`src/rtl/ds_frame_parser_pkg.sv`:
```
// rtl/ds_frame_parser_pkg.sv - shared downstream constants, header layout and FSM encoding
package ds_frame_parser_pkg;

    localparam logic [15:0] DEF_SYNC_WORD = 16'hEB90;

    localparam int WORD_W = 32;
    localparam int BEAT_W = 128;

    localparam int SYNC_MSB   = 31;
    localparam int SYNC_LSB   = 16;
    localparam int DES_ID_MSB = 15;
    localparam int DES_ID_LSB = 8;
    localparam int LEN_MSB    = 7;
    localparam int LEN_LSB    = 0;

    localparam logic [1:0] ST_IDLE    = 2'd0;
    localparam logic [1:0] ST_PAYLOAD = 2'd1;
    localparam logic [1:0] ST_DROP    = 2'd2;

    typedef struct packed {
        logic [15:0] sync;
        logic [7:0]  des_id;
        logic [7:0]  len;
    } ds_hdr_t;

    // Split a header word into its fields
    function automatic ds_hdr_t split_hdr(input logic [WORD_W-1:0] w);
        ds_hdr_t h;
        h.sync   = w[SYNC_MSB:SYNC_LSB];
        h.des_id = w[DES_ID_MSB:DES_ID_LSB];
        h.len    = w[LEN_MSB:LEN_LSB];
        return h;
    endfunction

endpackage

```
`src/rtl/ds_frame_parser_if.sv`:
```
// rtl/ds_frame_parser_if.sv - word stream in, burst beats and error status out
interface ds_frame_parser_if #(
    parameter int ERR_CNT_W = 16
) ();
    logic                 ds_word_valid_i;
    logic                 ds_word_sop_i;
    logic                 ds_word_eop_i;
    logic [31:0]          ds_word_data_i;
    logic [7:0]           prased_des_id_o;
    logic                 ds_burst_valid_o;
    logic [127:0]         ds_burst_data_o;
    logic                 ds_burst_sop_o;
    logic                 ds_burst_eop_o;
    logic                 frame_err_o;
    logic [ERR_CNT_W-1:0] frame_err_cnt_o;

    modport master (
        output ds_word_valid_i, ds_word_sop_i, ds_word_eop_i, ds_word_data_i,
        input  prased_des_id_o, ds_burst_valid_o, ds_burst_data_o, ds_burst_sop_o,
        input  ds_burst_eop_o, frame_err_o, frame_err_cnt_o
    );

    modport slave (
        input  ds_word_valid_i, ds_word_sop_i, ds_word_eop_i, ds_word_data_i,
        output prased_des_id_o, ds_burst_valid_o, ds_burst_data_o, ds_burst_sop_o,
        output ds_burst_eop_o, frame_err_o, frame_err_cnt_o
    );
endinterface

```
`src/rtl/ds_word_packer.sv`:
```
// rtl/ds_word_packer.sv - 4x32 to 128 shift/pack register with word index and flush
module ds_word_packer
    import ds_frame_parser_pkg::*;
(
    input  logic              clk,
    input  logic              rst,
    input  logic              shift_en,
    input  logic              flush,
    input  logic [WORD_W-1:0] word,
    output logic              beat_done,
    output logic [BEAT_W-1:0] beat_data
);
    logic [BEAT_W-1:0] pack_q, pack_d;
    logic [1:0]        idx_q, idx_d;

    // Oldest word ends up in the top lane; the index wraps to 0 after the 4th word
    always_comb begin
        beat_data = {pack_q[BEAT_W-WORD_W-1:0], word};
        beat_done = shift_en && (idx_q == 2'd3);
        pack_d    = pack_q;
        idx_d     = idx_q;
        if (flush) begin
            pack_d = '0;
            idx_d  = 2'd0;
        end else if (shift_en) begin
            pack_d = beat_data;
            idx_d  = idx_q + 2'd1;
        end
    end

    // Pack register and word index
    always_ff @(posedge clk) begin
        if (rst) begin
            pack_q <= '0;
            idx_q  <= 2'd0;
        end else begin
            pack_q <= pack_d;
            idx_q  <= idx_d;
        end
    end
endmodule

```
`src/rtl/ds_frame_parser.sv`:
```
// rtl/ds_frame_parser.sv - header check, des_id extraction, beat packing and error counting
module ds_frame_parser
    import ds_frame_parser_pkg::*;
#(
    parameter logic [15:0] SYNC_WORD = DEF_SYNC_WORD,
    parameter int          ERR_CNT_W = 16
) (
    input logic          sys_clk_i,
    input logic          rst_i,
    ds_frame_parser_if.slave ds_if
);
    logic [1:0]           state_q, state_d;
    logic [7:0]           beat_rem_q, beat_rem_d;
    logic                 first_q, first_d;
    logic [7:0]           des_id_q, des_id_d;
    logic                 bvalid_q, bvalid_d;
    logic [BEAT_W-1:0]    bdata_q, bdata_d;
    logic                 bsop_q, bsop_d;
    logic                 beop_q, beop_d;
    logic                 err_q, err_d;
    logic [ERR_CNT_W-1:0] cnt_q, cnt_d;

    logic                 shift_en, flush, beat_done, hdr_ok, eop;
    logic [BEAT_W-1:0]    beat_data;
    ds_hdr_t              hdr;

    ds_word_packer u_packer (
        .clk       (sys_clk_i),
        .rst       (rst_i),
        .shift_en  (shift_en),
        .flush     (flush),
        .word      (ds_if.ds_word_data_i),
        .beat_done (beat_done),
        .beat_data (beat_data)
    );

    // Frame FSM: a sop word is always treated as a header, regardless of state
    always_comb begin
        hdr        = split_hdr(ds_if.ds_word_data_i);
        eop        = ds_if.ds_word_eop_i;
        hdr_ok     = (hdr.sync == SYNC_WORD) && (hdr.len != 8'd0) && !eop;
        state_d    = state_q;
        beat_rem_d = beat_rem_q;
        first_d    = first_q;
        des_id_d   = des_id_q;
        bvalid_d   = 1'b0;
        bdata_d    = bdata_q;
        bsop_d     = 1'b0;
        beop_d     = 1'b0;
        err_d      = 1'b0;
        shift_en   = 1'b0;
        flush      = 1'b0;
        if (ds_if.ds_word_valid_i) begin
            if (ds_if.ds_word_sop_i) begin
                flush = 1'b1;
                if (hdr_ok) begin
                    state_d    = ST_PAYLOAD;
                    des_id_d   = hdr.des_id;
                    beat_rem_d = hdr.len;
                    first_d    = 1'b1;
                    // Aborting a frame in flight is an error; a bad header on top is still one pulse
                    err_d      = (state_q == ST_PAYLOAD);
                end else begin
                    err_d   = 1'b1;
                    state_d = eop ? ST_IDLE : ST_DROP;
                end
            end else begin
                case (state_q)
                    ST_PAYLOAD: begin
                        shift_en = 1'b1;
                        if (beat_done) begin
                            bvalid_d   = 1'b1;
                            bdata_d    = beat_data;
                            bsop_d     = first_q;
                            first_d    = 1'b0;
                            beat_rem_d = beat_rem_q - 8'd1;
                            if (beat_rem_q == 8'd1) begin
                                beop_d = 1'b1;
                                if (eop) begin
                                    state_d = ST_IDLE;
                                end else begin
                                    err_d   = 1'b1;
                                    state_d = ST_DROP;
                                end
                            end else if (eop) begin
                                err_d   = 1'b1;
                                state_d = ST_IDLE;
                            end
                        end else if (eop) begin
                            // Partial beat is thrown away, never emitted
                            err_d   = 1'b1;
                            flush   = 1'b1;
                            state_d = ST_IDLE;
                        end
                    end
                    ST_DROP: begin
                        if (eop) begin
                            state_d = ST_IDLE;
                        end
                    end
                    default: begin
                    end
                endcase
            end
        end
        cnt_d = (err_d && (cnt_q != '1)) ? cnt_q + ERR_CNT_W'(1) : cnt_q;
    end

    // State, frame bookkeeping and output registers
    always_ff @(posedge sys_clk_i) begin
        if (rst_i) begin
            state_q    <= ST_IDLE;
            beat_rem_q <= 8'd0;
            first_q    <= 1'b0;
            des_id_q   <= 8'd0;
            bvalid_q   <= 1'b0;
            bdata_q    <= '0;
            bsop_q     <= 1'b0;
            beop_q     <= 1'b0;
            err_q      <= 1'b0;
            cnt_q      <= '0;
        end else begin
            state_q    <= state_d;
            beat_rem_q <= beat_rem_d;
            first_q    <= first_d;
            des_id_q   <= des_id_d;
            bvalid_q   <= bvalid_d;
            bdata_q    <= bdata_d;
            bsop_q     <= bsop_d;
            beop_q     <= beop_d;
            err_q      <= err_d;
            cnt_q      <= cnt_d;
        end
    end

    assign ds_if.prased_des_id_o  = des_id_q;
    assign ds_if.ds_burst_valid_o = bvalid_q;
    assign ds_if.ds_burst_data_o  = bdata_q;
    assign ds_if.ds_burst_sop_o   = bsop_q;
    assign ds_if.ds_burst_eop_o   = beop_q;
    assign ds_if.frame_err_o      = err_q;
    assign ds_if.frame_err_cnt_o  = cnt_q;
endmodule

```
`src/flat_wrapper.sv`:
```
// flat-port wrapper written by rule: the top's interface ports become plain ports
module ds_frame_parser_flat import ds_frame_parser_pkg::*;
#(
    parameter logic [15:0] SYNC_WORD = DEF_SYNC_WORD,
    parameter int          ERR_CNT_W = 16
)
  (sys_clk_i, rst_i, ds_if_ds_word_valid_i, ds_if_ds_word_sop_i, ds_if_ds_word_eop_i, ds_if_ds_word_data_i, ds_if_prased_des_id_o, ds_if_ds_burst_valid_o, ds_if_ds_burst_data_o, ds_if_ds_burst_sop_o, ds_if_ds_burst_eop_o, ds_if_frame_err_o, ds_if_frame_err_cnt_o);
  ds_frame_parser_if #(.ERR_CNT_W(ERR_CNT_W)) ds_if_i ();
  input logic sys_clk_i;
  input logic rst_i;
  input wire logic [$bits(ds_if_i.ds_word_valid_i)-1:0] ds_if_ds_word_valid_i;
  input wire logic [$bits(ds_if_i.ds_word_sop_i)-1:0] ds_if_ds_word_sop_i;
  input wire logic [$bits(ds_if_i.ds_word_eop_i)-1:0] ds_if_ds_word_eop_i;
  input wire logic [$bits(ds_if_i.ds_word_data_i)-1:0] ds_if_ds_word_data_i;
  output wire logic [$bits(ds_if_i.prased_des_id_o)-1:0] ds_if_prased_des_id_o;
  output wire logic [$bits(ds_if_i.ds_burst_valid_o)-1:0] ds_if_ds_burst_valid_o;
  output wire logic [$bits(ds_if_i.ds_burst_data_o)-1:0] ds_if_ds_burst_data_o;
  output wire logic [$bits(ds_if_i.ds_burst_sop_o)-1:0] ds_if_ds_burst_sop_o;
  output wire logic [$bits(ds_if_i.ds_burst_eop_o)-1:0] ds_if_ds_burst_eop_o;
  output wire logic [$bits(ds_if_i.frame_err_o)-1:0] ds_if_frame_err_o;
  output wire logic [$bits(ds_if_i.frame_err_cnt_o)-1:0] ds_if_frame_err_cnt_o;
  assign ds_if_i.ds_word_valid_i = ds_if_ds_word_valid_i;
  assign ds_if_i.ds_word_sop_i = ds_if_ds_word_sop_i;
  assign ds_if_i.ds_word_eop_i = ds_if_ds_word_eop_i;
  assign ds_if_i.ds_word_data_i = ds_if_ds_word_data_i;
  assign ds_if_prased_des_id_o = ds_if_i.prased_des_id_o;
  assign ds_if_ds_burst_valid_o = ds_if_i.ds_burst_valid_o;
  assign ds_if_ds_burst_data_o = ds_if_i.ds_burst_data_o;
  assign ds_if_ds_burst_sop_o = ds_if_i.ds_burst_sop_o;
  assign ds_if_ds_burst_eop_o = ds_if_i.ds_burst_eop_o;
  assign ds_if_frame_err_o = ds_if_i.frame_err_o;
  assign ds_if_frame_err_cnt_o = ds_if_i.frame_err_cnt_o;
  ds_frame_parser #(.SYNC_WORD(SYNC_WORD), .ERR_CNT_W(ERR_CNT_W)) u_core (.sys_clk_i(sys_clk_i), .rst_i(rst_i), .ds_if(ds_if_i));
endmodule
```
`config.mk`:
```
export PLATFORM = sky130hd
export DESIGN_NAME = ds_frame_parser_flat
export DESIGN_NICKNAME = d
export VERILOG_FILES = /design/src/rtl/ds_frame_parser_pkg.sv /design/src/rtl/ds_frame_parser_if.sv /design/src/rtl/ds_word_packer.sv /design/src/rtl/ds_frame_parser.sv /design/src/flat_wrapper.sv
export SDC_FILE = /design/constraint.sdc
export NUM_CORES = 1
export LEC_CHECK = 0
export ABC_AREA = 1
export BUFFER_PORTS_ARGS = -buffer_cell sky130_fd_sc_hd__buf_2
export CAP_MARGIN = 20
export CORE_MARGIN = 2
export CORE_UTILIZATION = 35
export CTS_CLUSTER_SIZE = 28
export DETAILED_ROUTE_END_ITERATION = 8
export GPL_TIMING_DRIVEN = 0
export PLACE_DENSITY_LB_ADDON = 0.12
export SETUP_SLACK_MARGIN = 0.1
export SYNTH_ARGS = -nofsm -noshare
export SYNTH_HDL_FRONTEND = slang
export SYNTH_HIERARCHICAL = 1
export SYNTH_SLANG_ARGS = --single-unit
```
`constraint.sdc`:
```
create_clock -name sys_clk_i -period 4.6 [get_ports sys_clk_i]
set_clock_uncertainty 0.15 [all_clocks]
set_input_delay 0.69 -clock sys_clk_i [delete_from_list [all_inputs] [get_ports sys_clk_i]]
set_output_delay 0.69 -clock sys_clk_i [all_outputs]
set_load 0.01 [all_outputs]
```
==> summary.txt <==
Finish
  • Ant diodes: 0
  • Ratio of cells with drive above 1 in the final layout: 0.203
  • Fin nets: about 1,800
  • Area grow syn2layout: 23.5%

Logic synthesis
  • YS warnings: 6
  • Synth Register Bits: ~270
  • Top post-synthesis cells by count: nor2_1 (509), nand2_1 (267), dfxtp_1 (265)
  • Mapped Area: 11,000 um2
  • Register area share after synthesis: 0.483
  • Area leader, netlist: dfxtp_1
  • Ys async rst share: 0
  • Top-count cell post-synth: nor2_1
  • Dominant synthesized flop cell: dfxtp_1
  • Post-synthesis average cell area: about 7 um2
  • Top-area cell type share of the netlist area: 0.483
  • Largest cells by area after synthesis: dfxtp_1 (48%), nor2_1 (17%), nand2_1 (9.1%)
  • Cell count after synthesis: 1,568
  • Post-synth EDFFs: 0
  • Synth unique cells: 33
  • Mapped Nets: approximately 1,600

Global routing
  • GRT Overall Usage: 0.200
  • Grt ovf: 0
  • First-pass GRT wire length: 52.7 mm
  • Vias in the first global route: 9,634
  • Largest net degree at the start of global routing: 15
  • Antenna violations before repair: 0

STA
  • Unrepaired setup endpoints after global routing: no
  • Final slew viol count: 0
  • Max transition margin: 0.467
  • Hold WS: 0.272 ns
  • Setup slack after layout: 1.33 ns
  • Fin. Hold Viols: 0
  • Fin Setup TNS: 0 ns
  • Tcrit/Tclk final: 0.711
  • Worst Max-Slew Pin Slew: 0.800 ns
  • Fmax achieved: 306 MHz
  • # setup viols final: 0
  • Min Tclk post-route: 3.27 ns

Die
  • Ports: 193
  • Die H: roughly 180 um
  • Core Footprint: just over 30,000 um2
  • Die area: roughly 33,000 um2
  • Starting density of the core: 0.357
  • Placement Rows: 64
  • Die span in x: 181 um

Critical path
  • Maximum fanout along the worst path: 10
  • Setup crit start kind: flop
  • Worst Path Required: slightly below 5 ns
  • Worst Setup End Kind: flop
  • Crit Path Class: flop to flop
  • Reg2Reg Setup Slack: approximately 1.3 ns
  • CP arrival: 3.61 ns
  • Reg-to-reg endpoint: u_core/ds_if.ds_burst_data_o[124]$_SDFFE_PP0P_
  • FF-to-FF Start: u_core/state_q[0]$_SDFFE_PP0P_
  • Reg2Reg Depth: 17

Flow run
  • Maxcap violations: 0

Placement
  • Dpl ws: 0.942 ns
  • I/O Buffers: about 190
  • Gpl congestion: around 0.86
  • Final HPWL DP: 24.8 mm

Pwr
  • Cell Pwr Density: roughly 380 nW/um2
  • Logic pwr share: 0.036
  • Tot Pwr: 0.00517 W
  • Internal Power: 0.00407 W
  • Clock power frac: 0.519
  • Seq pwr share: 0.445
  • VDD IR max: 0.312 mV
  • Sw Pwr: 0.00110 W
  • Pleak: 6.54 nW
  • Sw Share: 0.212

Routing
  • DR DRC count: 0
  • Routed WL: 33.2 mm
  • Avg WL per Cell: between 15 and 20 um
  • Total number of vias: 10,008
  • TritonRoute pass-1 iters: 5
  • Iteration-0 DRC Markers: 591
  • Post-route antenna net violation count: 0
  • Vias per cell: ~4.5

CTS
  • Postcts setup bufs: 0
  • CTS root buf: clkbuf_16
  • Hold Buf Count CTS: 0
  • Clock sinks: around 270
  • TritonCTS Buffers: 30
  • Post_cts resized: 0
  • Reg clk slew, reported paths: 0.06 ns
  • CTS tree: built
  • H-tree levels: 1
  • Max Root-Sink Buffers: 3
  • Skew-Pair Late Insertion Delay: 0.55 ns

Min path
  • Hold WC Path Type: primary input to flop
  • Hold Path End: u_core/ds_if.prased_des_id_o[7]$_SDFFE_PP0P_
  • Hold path startpoint: ds_if_ds_word_data_i[15]
  • Hold path depth: 3

Run status
  • Status: finished clean
[cells in the final DEF (no fill, tap or decap), drive strengths merged, types with 4 or more instances in the layout]
| master | instances |
|---|---|
| inv | 144 |
| dfxtp | 265 |
| clkbuf | 68 |
| clkinv | 5 |
| ha | 4 |
| o21ai | 146 |
| nand4 | 22 |
| nand3 | 23 |
| nand2 | 278 |
| a21oi | 25 |
| nor3 | 11 |
| nor2 | 515 |
| buf | 282 |
| bufinv | 6 |
| xor2 | 8 |
[per-layer routing]
layer  global-route usage  vias to the layer above  part of all wire  wire length [um]
met5                    0                        -                 0                 0
met3               0.0312                       53             0.045              1480
met4               0.0569                        0             0.026               875
met2                0.332                      213              0.45             15000
li1                     -                     5236                 -                 -
met1                0.270                     4506              0.48             15900
[layout make-up]
type	count	area (um2)
fillers	3326	17200
flip-flops and latches	265	5310
multi-input cells	1043	4460
repair buffers	191	956
clock buffers	43	911
plain buffers	116	683
inverters	144	541
well taps	396	495
clock inverters	13	224
[through the flow]
stage          instance area, um2   util  cells
2_1_floorplan               11000      -   1568
3_3_place_gp                12400  0.405   2155
3_5_place_dp                12400  0.405   2155
4_1_cts                     13600  0.442   2211
5_1_grt                     13600  0.442   2211
6_report                    13600  0.442   2211
[state kept, by name (all words and copies together) (netlist names)]
signal / count
u_core/u_packer/pack_q: 96
u_core/beat_rem_q: 8
u_core/ds_if.ds_burst_sop_o: 1
u_core/ds_if.ds_burst_eop_o: 1
u_core/ds_if.frame_err_cnt_o: 16
u_core/u_packer/idx_q: 2
u_core/first_q: 1
u_core/ds_if.prased_des_id_o: 8
u_core/ds_if.ds_burst_data_o: 128
u_core/ds_if.ds_burst_valid_o: 1
u_core/state_q: 2
u_core/ds_if.frame_err_o: 1
[worst max-delay path: stages, from the launching register on]
cell	delay (ns)
dfxtp_1	0.33
inv_1	0.06
nor2_2	0.09
inv_1	0.07
nor2_1	0.11
inv_2	0.06
nor2_2	0.10
buf_4	0.19
buf_6	0.16
buf_2	0.26
nand2_1	0.17
inv_1	0.18
inv_1	0.09
nor2_2	0.26
buf_2	0.35
buf_2	0.34
o21ai_0	0.12
nor2_1	0.11
[worst max path at each step]
stage,start,to,depth (start not counted)
CTS,u_core/state_q[0]$_SDFFE_PP0P_,u_core/ds_if.ds_burst_data_o[0]$_SDFFE_PP0P_,17
detailed placement,ds_if_ds_word_valid_i,u_core/ds_if.ds_burst_data_o[125]$_SDFFE_PP0P_,16
floorplan,ds_if_ds_word_valid_i,u_core/ds_if.frame_err_cnt_o[0]$_SDFFE_PP0P_,17
global route,u_core/state_q[0]$_SDFFE_PP0P_,u_core/ds_if.ds_burst_data_o[124]$_SDFFE_PP0P_,17
global placement,ds_if_ds_word_valid_i,u_core/ds_if.ds_burst_data_o[126]$_SDFFE_PP0P_,16
finish,u_core/state_q[0]$_SDFFE_PP0P_,u_core/ds_if.ds_burst_data_o[124]$_SDFFE_PP0P_,17
[power groups by stage]
stage               combinational, W  sequential (W)  clock [W]
floorplan                   0.000113         0.00235          0
global placement            0.000187         0.00235          0
detailed placement          0.000187         0.00235          0
CTS                         0.000187         0.00230    0.00275
global route                0.000206         0.00230    0.00285
finish                      0.000186         0.00230    0.00268
[logic make-up (layout without fill, tap and decap cells)]
| group | Yosys count | in the layout | share of synthesized area |
|---|---|---|---|
| buffers and inverters | 260 | 507 | 0.111 |
| flip-flops | 265 | 265 | 0.483 |
| adder cells (fa/ha/maj) | 4 | 4 | 0.00455 |
| AO/OA/AOI/OAI | 176 | 176 | 0.0849 |
| XOR/XNOR | 10 | 10 | 0.00797 |
| AND/OR/NAND/NOR | 853 | 853 | 0.309 |
(Power assumes the default switching activity.)
